File: config.mk
export PLATFORM = sky130hd
export DESIGN_NAME = udp_packet_encoder
export DESIGN_NICKNAME = d
export VERILOG_FILES = /design/src/rtl/udp_packet_encoder_pkg.sv /design/src/rtl/udp_csum_accum.sv /design/src/rtl/udp_packet_encoder.sv
export SDC_FILE = /design/constraint.sdc
export NUM_CORES = 2
export LEC_CHECK = 0
export CAP_MARGIN = 20
export CORE_UTILIZATION = 45
export CTS_CLUSTER_DIAMETER = 50
export CTS_CLUSTER_SIZE = 25
export DETAILED_ROUTE_END_ITERATION = 10
export GPL_TIMING_DRIVEN = 0
export PLACE_DENSITY = 0.65
export SYNTH_ARGS = -nofsm -noshare
export SYNTH_HDL_FRONTEND = slang
export SYNTH_HIERARCHICAL = 1
export SYNTH_SLANG_ARGS = --single-unit
export TNS_END_PERCENT = 100
File: constraint.sdc
create_clock -name clk -period 11.2 [get_ports clk]
set_input_delay 1.12 -clock clk [delete_from_list [all_inputs] [get_ports clk]]
set_output_delay 1.12 -clock clk [all_outputs]
set_load 0.03 [all_outputs]
File: src/rtl/udp_packet_encoder_pkg.sv
// Shared definitions for the UDP datagram encoder.
// Contents: protocol constants, FSM state type, and a 16-bit
// ones-complement adder with end-around carry used by the checksum fold.
package udp_packet_encoder_pkg;

    localparam logic [7:0] UDP_PROTO     = 8'h11;
    localparam int         UDP_HDR_BYTES = 8;

    typedef enum logic [2:0] {
        ST_IDLE    = 3'd0,
        ST_COLLECT = 3'd1,
        ST_HDR0    = 3'd2,
        ST_HDR1    = 3'd3,
        ST_PAYLOAD = 3'd4,
        ST_DONE    = 3'd5
    } state_t;

    // Ones-complement 16-bit add: the carry out of bit 15 wraps into bit 0.
    // When a carry occurs the low 16 bits are at most 16'hFFFE, so the
    // wrap-around add can never carry again.
    function automatic logic [15:0] ones_add16(input logic [15:0] a,
                                               input logic [15:0] b);
        logic [16:0] sum;
        sum = {1'b0, a} + {1'b0, b};
        return sum[15:0] + {15'd0, sum[16]};
    endfunction

endpackage

File: src/rtl/udp_csum_accum.sv
// Ones-complement checksum accumulator.
// clr loads 'init' (the pre-summed pseudo-header/header terms); add_en adds
// both 16-bit halves of 'word'. Both may be active in the same cycle.
// csum_next is the folded and inverted checksum of the value the
// accumulator will hold after this cycle, so the owner can capture the
// final checksum on the same edge that the last word is added.
// Ports: clk, reset (async, active low), clr, init[31:0], add_en,
//        word[31:0], csum_next[15:0].
module udp_csum_accum
    import udp_packet_encoder_pkg::*;
(
    input  logic        clk,
    input  logic        reset,
    input  logic        clr,
    input  logic [31:0] init,
    input  logic        add_en,
    input  logic [31:0] word,
    output logic [15:0] csum_next
);

    logic [31:0] acc_r;
    logic [31:0] base_s;
    logic [31:0] acc_nxt_s;
    logic [16:0] fold1_s;
    logic [15:0] folded_s;

    // Next accumulator value: restart from init or continue, then add the word halves.
    always_comb begin
        base_s    = acc_r;
        acc_nxt_s = acc_r;
        if (clr) begin
            base_s = init;
        end else begin
            base_s = acc_r;
        end
        if (add_en) begin
            acc_nxt_s = base_s + {16'd0, word[31:16]} + {16'd0, word[15:0]};
        end else begin
            acc_nxt_s = base_s;
        end
    end

    // First fold adds the two halves; the second fold (end-around carry) absorbs its carry.
    always_comb begin
        fold1_s   = {1'b0, acc_nxt_s[31:16]} + {1'b0, acc_nxt_s[15:0]};
        folded_s  = ones_add16(fold1_s[15:0], {15'd0, fold1_s[16]});
        csum_next = ~folded_s;
    end

    // Accumulator register.
    always_ff @(posedge clk or negedge reset) begin
        if (!reset) begin
            acc_r <= 32'd0;
        end else begin
            acc_r <= acc_nxt_s;
        end
    end

endmodule

File: src/rtl/udp_packet_encoder.sv
// UDP datagram encoder: buffers up to MAX_WORDS payload words, accumulates
// the RFC 768 checksum (pseudo-header + UDP header + payload), then emits
// {src_port,dest_port}, {length,checksum} and the buffered payload.
// Ports:
//   clk, reset (async, active low)
//   src_ip, dest_ip      - pseudo-header addresses, sampled on start
//   src_port, dest_port  - UDP ports, sampled on start
//   len_in               - payload bytes, saturated to 4*MAX_WORDS
//   data, data_av        - payload word stream (first byte in [31:24])
//   no_chksum            - send checksum 0x0000
//   start                - begin (or abort and restart) a datagram
//   pkg_data, wr_en      - output word stream
//   fin                  - one-cycle pulse after the last output word
//   checksum_out, len_out- transmitted checksum and UDP length
module udp_packet_encoder
    import udp_packet_encoder_pkg::*;
#(
    parameter int MAX_WORDS = 16
)
(
    input  logic        clk,
    input  logic        reset,
    input  logic [31:0] src_ip,
    input  logic [31:0] dest_ip,
    input  logic [15:0] src_port,
    input  logic [15:0] dest_port,
    input  logic [15:0] len_in,
    input  logic [31:0] data,
    input  logic        no_chksum,
    input  logic        start,
    input  logic        data_av,
    output logic [31:0] pkg_data,
    output logic        wr_en,
    output logic        fin,
    output logic [15:0] checksum_out,
    output logic [15:0] len_out
);

    localparam int              CW        = $clog2(MAX_WORDS + 1);
    localparam int              AW        = (MAX_WORDS > 1) ? $clog2(MAX_WORDS) : 1;
    localparam logic [15:0]     MAX_BYTES = 16'(4 * MAX_WORDS);
    localparam logic [CW-1:0]   K_ONE     = CW'(1);
    localparam logic [CW-1:0]   K_ZERO    = CW'(0);

    state_t          state_r;
    logic [31:0]     pkg_data_r;
    logic            wr_en_r;
    logic            fin_r;
    logic [15:0]     checksum_out_r;
    logic [15:0]     len_out_r;
    logic [15:0]     len_r;
    logic [CW-1:0]   n_r;
    logic [CW-1:0]   k_r;
    logic [15:0]     src_port_r;
    logic [15:0]     dest_port_r;
    logic            no_chksum_r;
    logic [31:0]     pay_buf_r [MAX_WORDS];

    logic [15:0]     len_sat_s;
    logic [16:0]     len_plus3_s;
    logic [CW-1:0]   n_new_s;
    logic [15:0]     udp_len_s;
    logic [31:0]     init_s;
    logic [15:0]     len_cur_s;
    logic [CW-1:0]   n_cur_s;
    logic [CW-1:0]   k_cur_s;
    logic [15:0]     sport_cur_s;
    logic [15:0]     dport_cur_s;
    logic            nochk_cur_s;
    logic            coll_s;
    logic            take_s;
    logic            last_s;
    logic [CW-1:0]   k_next_s;
    logic [31:0]     mask_s;
    logic [31:0]     word_s;
    logic [15:0]     csum_next_s;
    logic [15:0]     csum_final_s;

    // Length saturation, word count and the header/pseudo-header partial sum.
    // The IP addresses only feed this sum, so they are consumed on start and
    // never need to be stored.
    always_comb begin
        if (len_in > MAX_BYTES) begin
            len_sat_s = MAX_BYTES;
        end else begin
            len_sat_s = len_in;
        end
        len_plus3_s = {1'b0, len_sat_s} + 17'd3;
        n_new_s     = CW'(len_plus3_s >> 2);
        udp_len_s   = len_sat_s + 16'(UDP_HDR_BYTES);
        init_s      = {16'd0, src_ip[31:16]} + {16'd0, src_ip[15:0]}
                    + {16'd0, dest_ip[31:16]} + {16'd0, dest_ip[15:0]}
                    + {24'd0, UDP_PROTO}
                    + {16'd0, udp_len_s} + {16'd0, udp_len_s}
                    + {16'd0, src_port} + {16'd0, dest_port};
    end

    // Datagram context for this cycle: on start the fresh inputs apply, so a
    // word arriving with start is treated as word 0 of the new datagram.
    always_comb begin
        if (start) begin
            len_cur_s   = len_sat_s;
            n_cur_s     = n_new_s;
            k_cur_s     = K_ZERO;
            sport_cur_s = src_port;
            dport_cur_s = dest_port;
            nochk_cur_s = no_chksum;
            coll_s      = 1'b1;
        end else begin
            len_cur_s   = len_r;
            n_cur_s     = n_r;
            k_cur_s     = k_r;
            sport_cur_s = src_port_r;
            dport_cur_s = dest_port_r;
            nochk_cur_s = no_chksum_r;
            coll_s      = (state_r == ST_COLLECT);
        end
    end

    // Word acceptance and zeroing of bytes past the payload end in the last word.
    always_comb begin
        take_s = coll_s && data_av && (k_cur_s < n_cur_s);
        last_s = (k_cur_s == (n_cur_s - K_ONE));
        if (take_s) begin
            k_next_s = k_cur_s + K_ONE;
        end else begin
            k_next_s = k_cur_s;
        end
        case (len_cur_s[1:0])
            2'd1:    mask_s = 32'hFF00_0000;
            2'd2:    mask_s = 32'hFFFF_0000;
            2'd3:    mask_s = 32'hFFFF_FF00;
            default: mask_s = 32'hFFFF_FFFF;
        endcase
        if (last_s) begin
            word_s = data & mask_s;
        end else begin
            word_s = data;
        end
    end

    udp_csum_accum u_csum (
        .clk       (clk),
        .reset     (reset),
        .clr       (start),
        .init      (init_s),
        .add_en    (take_s),
        .word      (word_s),
        .csum_next (csum_next_s)
    );

    // Transmitted checksum: disabled -> 0x0000; a computed zero goes out as 0xFFFF.
    always_comb begin
        if (nochk_cur_s) begin
            csum_final_s = 16'h0000;
        end else if (csum_next_s == 16'h0000) begin
            csum_final_s = 16'hFFFF;
        end else begin
            csum_final_s = csum_next_s;
        end
    end

    // Sequencer: collection, header/payload emission and the fin pulse.
    // Outputs are loaded on the edge that enters the state they belong to.
    always_ff @(posedge clk or negedge reset) begin
        if (!reset) begin
            state_r        <= ST_IDLE;
            pkg_data_r     <= 32'd0;
            wr_en_r        <= 1'b0;
            fin_r          <= 1'b0;
            checksum_out_r <= 16'd0;
            len_out_r      <= 16'd0;
            len_r          <= 16'd0;
            n_r            <= K_ZERO;
            k_r            <= K_ZERO;
            src_port_r     <= 16'd0;
            dest_port_r    <= 16'd0;
            no_chksum_r    <= 1'b0;
        end else if (start || (state_r == ST_COLLECT)) begin
            if (start) begin
                len_r       <= len_sat_s;
                n_r         <= n_new_s;
                len_out_r   <= udp_len_s;
                src_port_r  <= src_port;
                dest_port_r <= dest_port;
                no_chksum_r <= no_chksum;
            end else begin
                len_r       <= len_r;
            end
            k_r   <= k_next_s;
            fin_r <= 1'b0;
            if (k_next_s == n_cur_s) begin
                state_r        <= ST_HDR0;
                wr_en_r        <= 1'b1;
                pkg_data_r     <= {sport_cur_s, dport_cur_s};
                checksum_out_r <= csum_final_s;
            end else begin
                state_r    <= ST_COLLECT;
                wr_en_r    <= 1'b0;
                pkg_data_r <= 32'd0;
            end
        end else begin
            case (state_r)
                ST_HDR0: begin
                    state_r    <= ST_HDR1;
                    wr_en_r    <= 1'b1;
                    fin_r      <= 1'b0;
                    pkg_data_r <= {len_out_r, checksum_out_r};
                end
                ST_HDR1: begin
                    if (n_r == K_ZERO) begin
                        state_r    <= ST_DONE;
                        wr_en_r    <= 1'b0;
                        fin_r      <= 1'b1;
                        pkg_data_r <= 32'd0;
                    end else begin
                        state_r    <= ST_PAYLOAD;
                        wr_en_r    <= 1'b1;
                        fin_r      <= 1'b0;
                        pkg_data_r <= pay_buf_r[0];
                        k_r        <= K_ONE;
                    end
                end
                ST_PAYLOAD: begin
                    if (k_r == n_r) begin
                        state_r    <= ST_DONE;
                        wr_en_r    <= 1'b0;
                        fin_r      <= 1'b1;
                        pkg_data_r <= 32'd0;
                    end else begin
                        state_r    <= ST_PAYLOAD;
                        wr_en_r    <= 1'b1;
                        fin_r      <= 1'b0;
                        pkg_data_r <= pay_buf_r[k_r[AW-1:0]];
                        k_r        <= k_r + K_ONE;
                    end
                end
                ST_DONE: begin
                    state_r    <= ST_IDLE;
                    wr_en_r    <= 1'b0;
                    fin_r      <= 1'b0;
                    pkg_data_r <= 32'd0;
                end
                default: begin
                    state_r    <= ST_IDLE;
                    wr_en_r    <= 1'b0;
                    fin_r      <= 1'b0;
                    pkg_data_r <= 32'd0;
                end
            endcase
        end
    end

    // Payload buffer write port.
    always_ff @(posedge clk or negedge reset) begin
        if (!reset) begin
            for (int i = 0; i < MAX_WORDS; i++) begin
                pay_buf_r[i] <= 32'd0;
            end
        end else if (take_s) begin
            pay_buf_r[k_cur_s[AW-1:0]] <= word_s;
        end else begin
            pay_buf_r[0] <= pay_buf_r[0];
        end
    end

    assign pkg_data     = pkg_data_r;
    assign wr_en        = wr_en_r;
    assign fin          = fin_r;
    assign checksum_out = checksum_out_r;
    assign len_out      = len_out_r;

endmodule

==> flow_summary.ini <==
[detailed_routing]
ant_nets = 0
wl_per_cell_um = 24.7
vias_per_cell = 5.86
route.detailed.drc = 0
drtIter0Drc = 2552
wl_um = 115000
dr.pass1.iters = 6
vias = 27400

[global_routing]
grt_overflow_total = 0
grt_pass1_vias = 27100
grt_antenna_before_repair = 0
track_usage_pct = 29.0
grt_pass1_wl_um = 172000
grt_max_degree = 123

[floorplanning]
die_w_um = 283
dieArea_um2 = 79900
rows = 102
start_util_pct = 45.6
coreArea_um2 = 77700
chipHeight_um = 283
io_pins = 215

[setup_path]
reg2reg_from = k_r[0]
critPathSlowestCell = fa_1
critPathRequiredTime_ns = 11.74
path_class = input port to flop
r2r-end = checksum_out[0]
slowest_delay_ns = 0.56
r2r_cells = 52
worst_path_most_repeated_cell = ha_4
endpoint_kind = flop
critPathMaxFanout = 6
setup.worst_path.start_class = input port
r2r_slack_ns = -0.21
arrival_ns = 12.20

[cells_and_area]
layout.cells.non_filler = 4668
final_area_um2 = 43200
diodes = 0
area_growth_syn_to_layout_pct = 21.9
regArea_um2 = 16500
fill_cells = 6596
drive_gt1_share_pct = 21.6
final_cell_mix = dfrtp_1 (658), nand2_1 (433), o21ai_0 (426)
final_nets = 3908
final_common_cell = dfrtp_1
multiInputGateArea_um2 = 18300

[timing]
hold_viol = 0
fmax_mhz = 85.8
rsz0062_at_grt = yes
fin_worst_skew_ns = 0.0446
worst_pin_slew_ns = 1.17
maxSlewHeadroom_pct = 20.9
min_period_ns = 11.65
drv_slew = 0
fin_crit_sh_pct = 104
layout_setup_ws_ns = -0.454
setup_violations = 16

[yosys]
synth_seq_area_share_pct = 46.5
netlist_area_um2 = 35400
synth_edf_count = 0
synth_cells = 3175
synth.distinct_cells = 91
async_flop_share_pct = 100
yosys_warnings = 6
synth_seq_cells = 658
avgSynthCellArea_um2 = 11.2
synth-main-ff-cell = dfrtp_1

[run_status]
violations = setup timing
status = finished, violations left

[power]
p_comb_share_pct = 63.5
p_switching_mw = 6.26
pwr-share-seq_pct = 19.6
p_leak_nw = 19.1
ir_worst_vdd_v = 0.000412
powerDensity_nw_per_um2 = 330
switching_share_pct = 44.0
p_clk_share_pct = 16.9
power.internal_mw = 7.98

[clock_tree]
clk_path_buf_depth = 3
cts_tree = done
numCtsBuffers = 67
htree_levels = 3
clkSinkCount = 658
cts.clk_slew.worst_paths_ns = 0.07
clockRootBuffer = clkbuf_16
clkLatencyLatePin_ns = 0.63

[place]
dpl_cell_area_um2 = 39400
gp_congestion = 0.959
portBuffers = 211
hpwl_um = 88300
dpl.cell_count = 4465

[worst_hold_path]
worstHoldPathType = input port to asynchronous set/reset pin

[flow_run]
maxCapViolations = 0
state kept, by name, indices dropped and copies added (netlist names):
name          cells
pay_buf_r       512
pkg_data         32
u_csum/acc_r     32
len_out          16
checksum_out     16
src_port_r       16
n_r               5
fin               1
len_r             2
dest_port_r      16
wr_en             1
state_r           3
no_chksum_r       1
k_r               5
worst max-delay path: cells and delay by family:
kind	cells	cell delay [ns]
multiplexers	2	0.49
AND/OR/NAND/NOR	18	2.88
buffers and inverters	8	0.93
XOR/XNOR	1	0.15
adder cells (fa/ha/maj)	12	3.50
AO/OA/AOI/OAI	17	3.11
worst max-delay path by stage:
stage / cells after the start / slack (ns) / start / to
global route: 60 / -1.02 / len_in[0] / checksum_out[4]
global placement: 1 / -21.07 / reset / pay_buf_r[299]
floorplan: 55 / -0.32 / len_in[3] / checksum_out[5]
detailed placement: 56 / -4.70 / start / checksum_out[1]
finish: 58 / -0.45 / len_in[0] / checksum_out[0]
CTS: 56 / -0.31 / len_in[3] / checksum_out[5]
power by group through the flow:
| stage | Combinational [mW] | Clock, mW | Sequential [mW] |
|---|---|---|---|
| after floorplan | 5.31 | 0 | 2.80 |
| after global placement | 6.96 | 0 | 2.84 |
| after detailed placement | 7.02 | 0 | 2.83 |
| after CTS | 8.38 | 2.43 | 2.79 |
| after global routing | 9.74 | 2.52 | 2.82 |
| final | 9.04 | 2.41 | 2.80 |
timing repair:
| item | CTS | global route |
|---|---|---|
| setup buffers | 65 | 18 |
| cloned | 0 | 1 |
| hold endpoints to repair | 0 | 0 |
| setup endpoints to repair | 16 | 16 |
| pin swaps | 69 | 28 |
| hold buffers | 0 | 0 |
| resized for setup | 172 | 48 |
logic make-up after synthesis:
logic type / after synthesis / synth area share (%)
DFF: 658 / 46.5
other: 1 / 0.0106
adders and majority gates: 182 / 8.44
AOI/OAI and AO/OA: 736 / 12.8
buffers and inverters: 422 / 4.59
muxes: 364 / 16.5
and+or+nand+nor: 729 / 9.02
xor gates and xnor gates: 83 / 2.14
routing by layer:
layer / vias to the layer above / routed length (um) / GRT usage (%)
met5: - / 0 / 0
met3: 235 / 8610 / 4.77
met4: 0 / 5670 / 13.8
met2: 1205 / 54200 / 46.4
li1: 12000 / - / -
met1: 14000 / 46900 / 38.6
Yosys cell counts, types with 22 or more instances:
cell type | instances | area (um2)
o21ai_2 | 22 | 193
nor2_1 | 104 | 390
mux2i_1 | 33 | 330
mux2_2 | 171 | 1930
fa_1 | 95 | 1900
clkbuf_1 | 175 | 657
xnor2_1 | 56 | 490
nand2_1 | 436 | 1640
a21oi_1 | 58 | 290
o21ai_0 | 449 | 2250
mux4_2 | 160 | 3600
a31o_2 | 26 | 228
buf_2 | 26 | 130
inv_1 | 194 | 728
xor2_1 | 25 | 219
dfrtp_1 | 658 | 16500
nand3_1 | 37 | 185
buf_1 | 23 | 86.3
a21o_1 | 25 | 188
nor2b_1 | 27 | 169
a222oi_1 | 32 | 320
nor3_1 | 27 | 135
ha_1 | 87 | 1090
layout make-up:
| class | instances | area share, % |
|---|---|---|
| Multi-Input combinational cell | 2126 | 42.5 |
| Sequential cell | 658 | 38.1 |
| Timing Repair Buffer | 307 | 7.02 |
| Clock buffer | 74 | 4.06 |
| Tap cell | 1040 | 3.01 |
| Buffer | 221 | 2.26 |
| Inverter | 196 | 1.71 |
| Clock inverter | 46 | 1.36 |
stage by stage:
stage	setup slack (ns)	TNS [ns]	hold slack, ns	util (%)	total power, mW
2_1_floorplan	-0.322	-4.30	0.444	-	8.12
3_3_place_gp	-21.07	-	0.452	50.4	9.80
3_5_place_dp	-4.70	-71.80	0.460	50.6	9.85
4_1_cts	-0.313	-4.04	0.460	55.1	13.6
5_1_grt	-1.02	-15.43	0.477	55.6	15.1
6_report	-0.454	-6.41	0.443	55.6	14.2
Note: power is estimated with default switching activity, not from simulation.
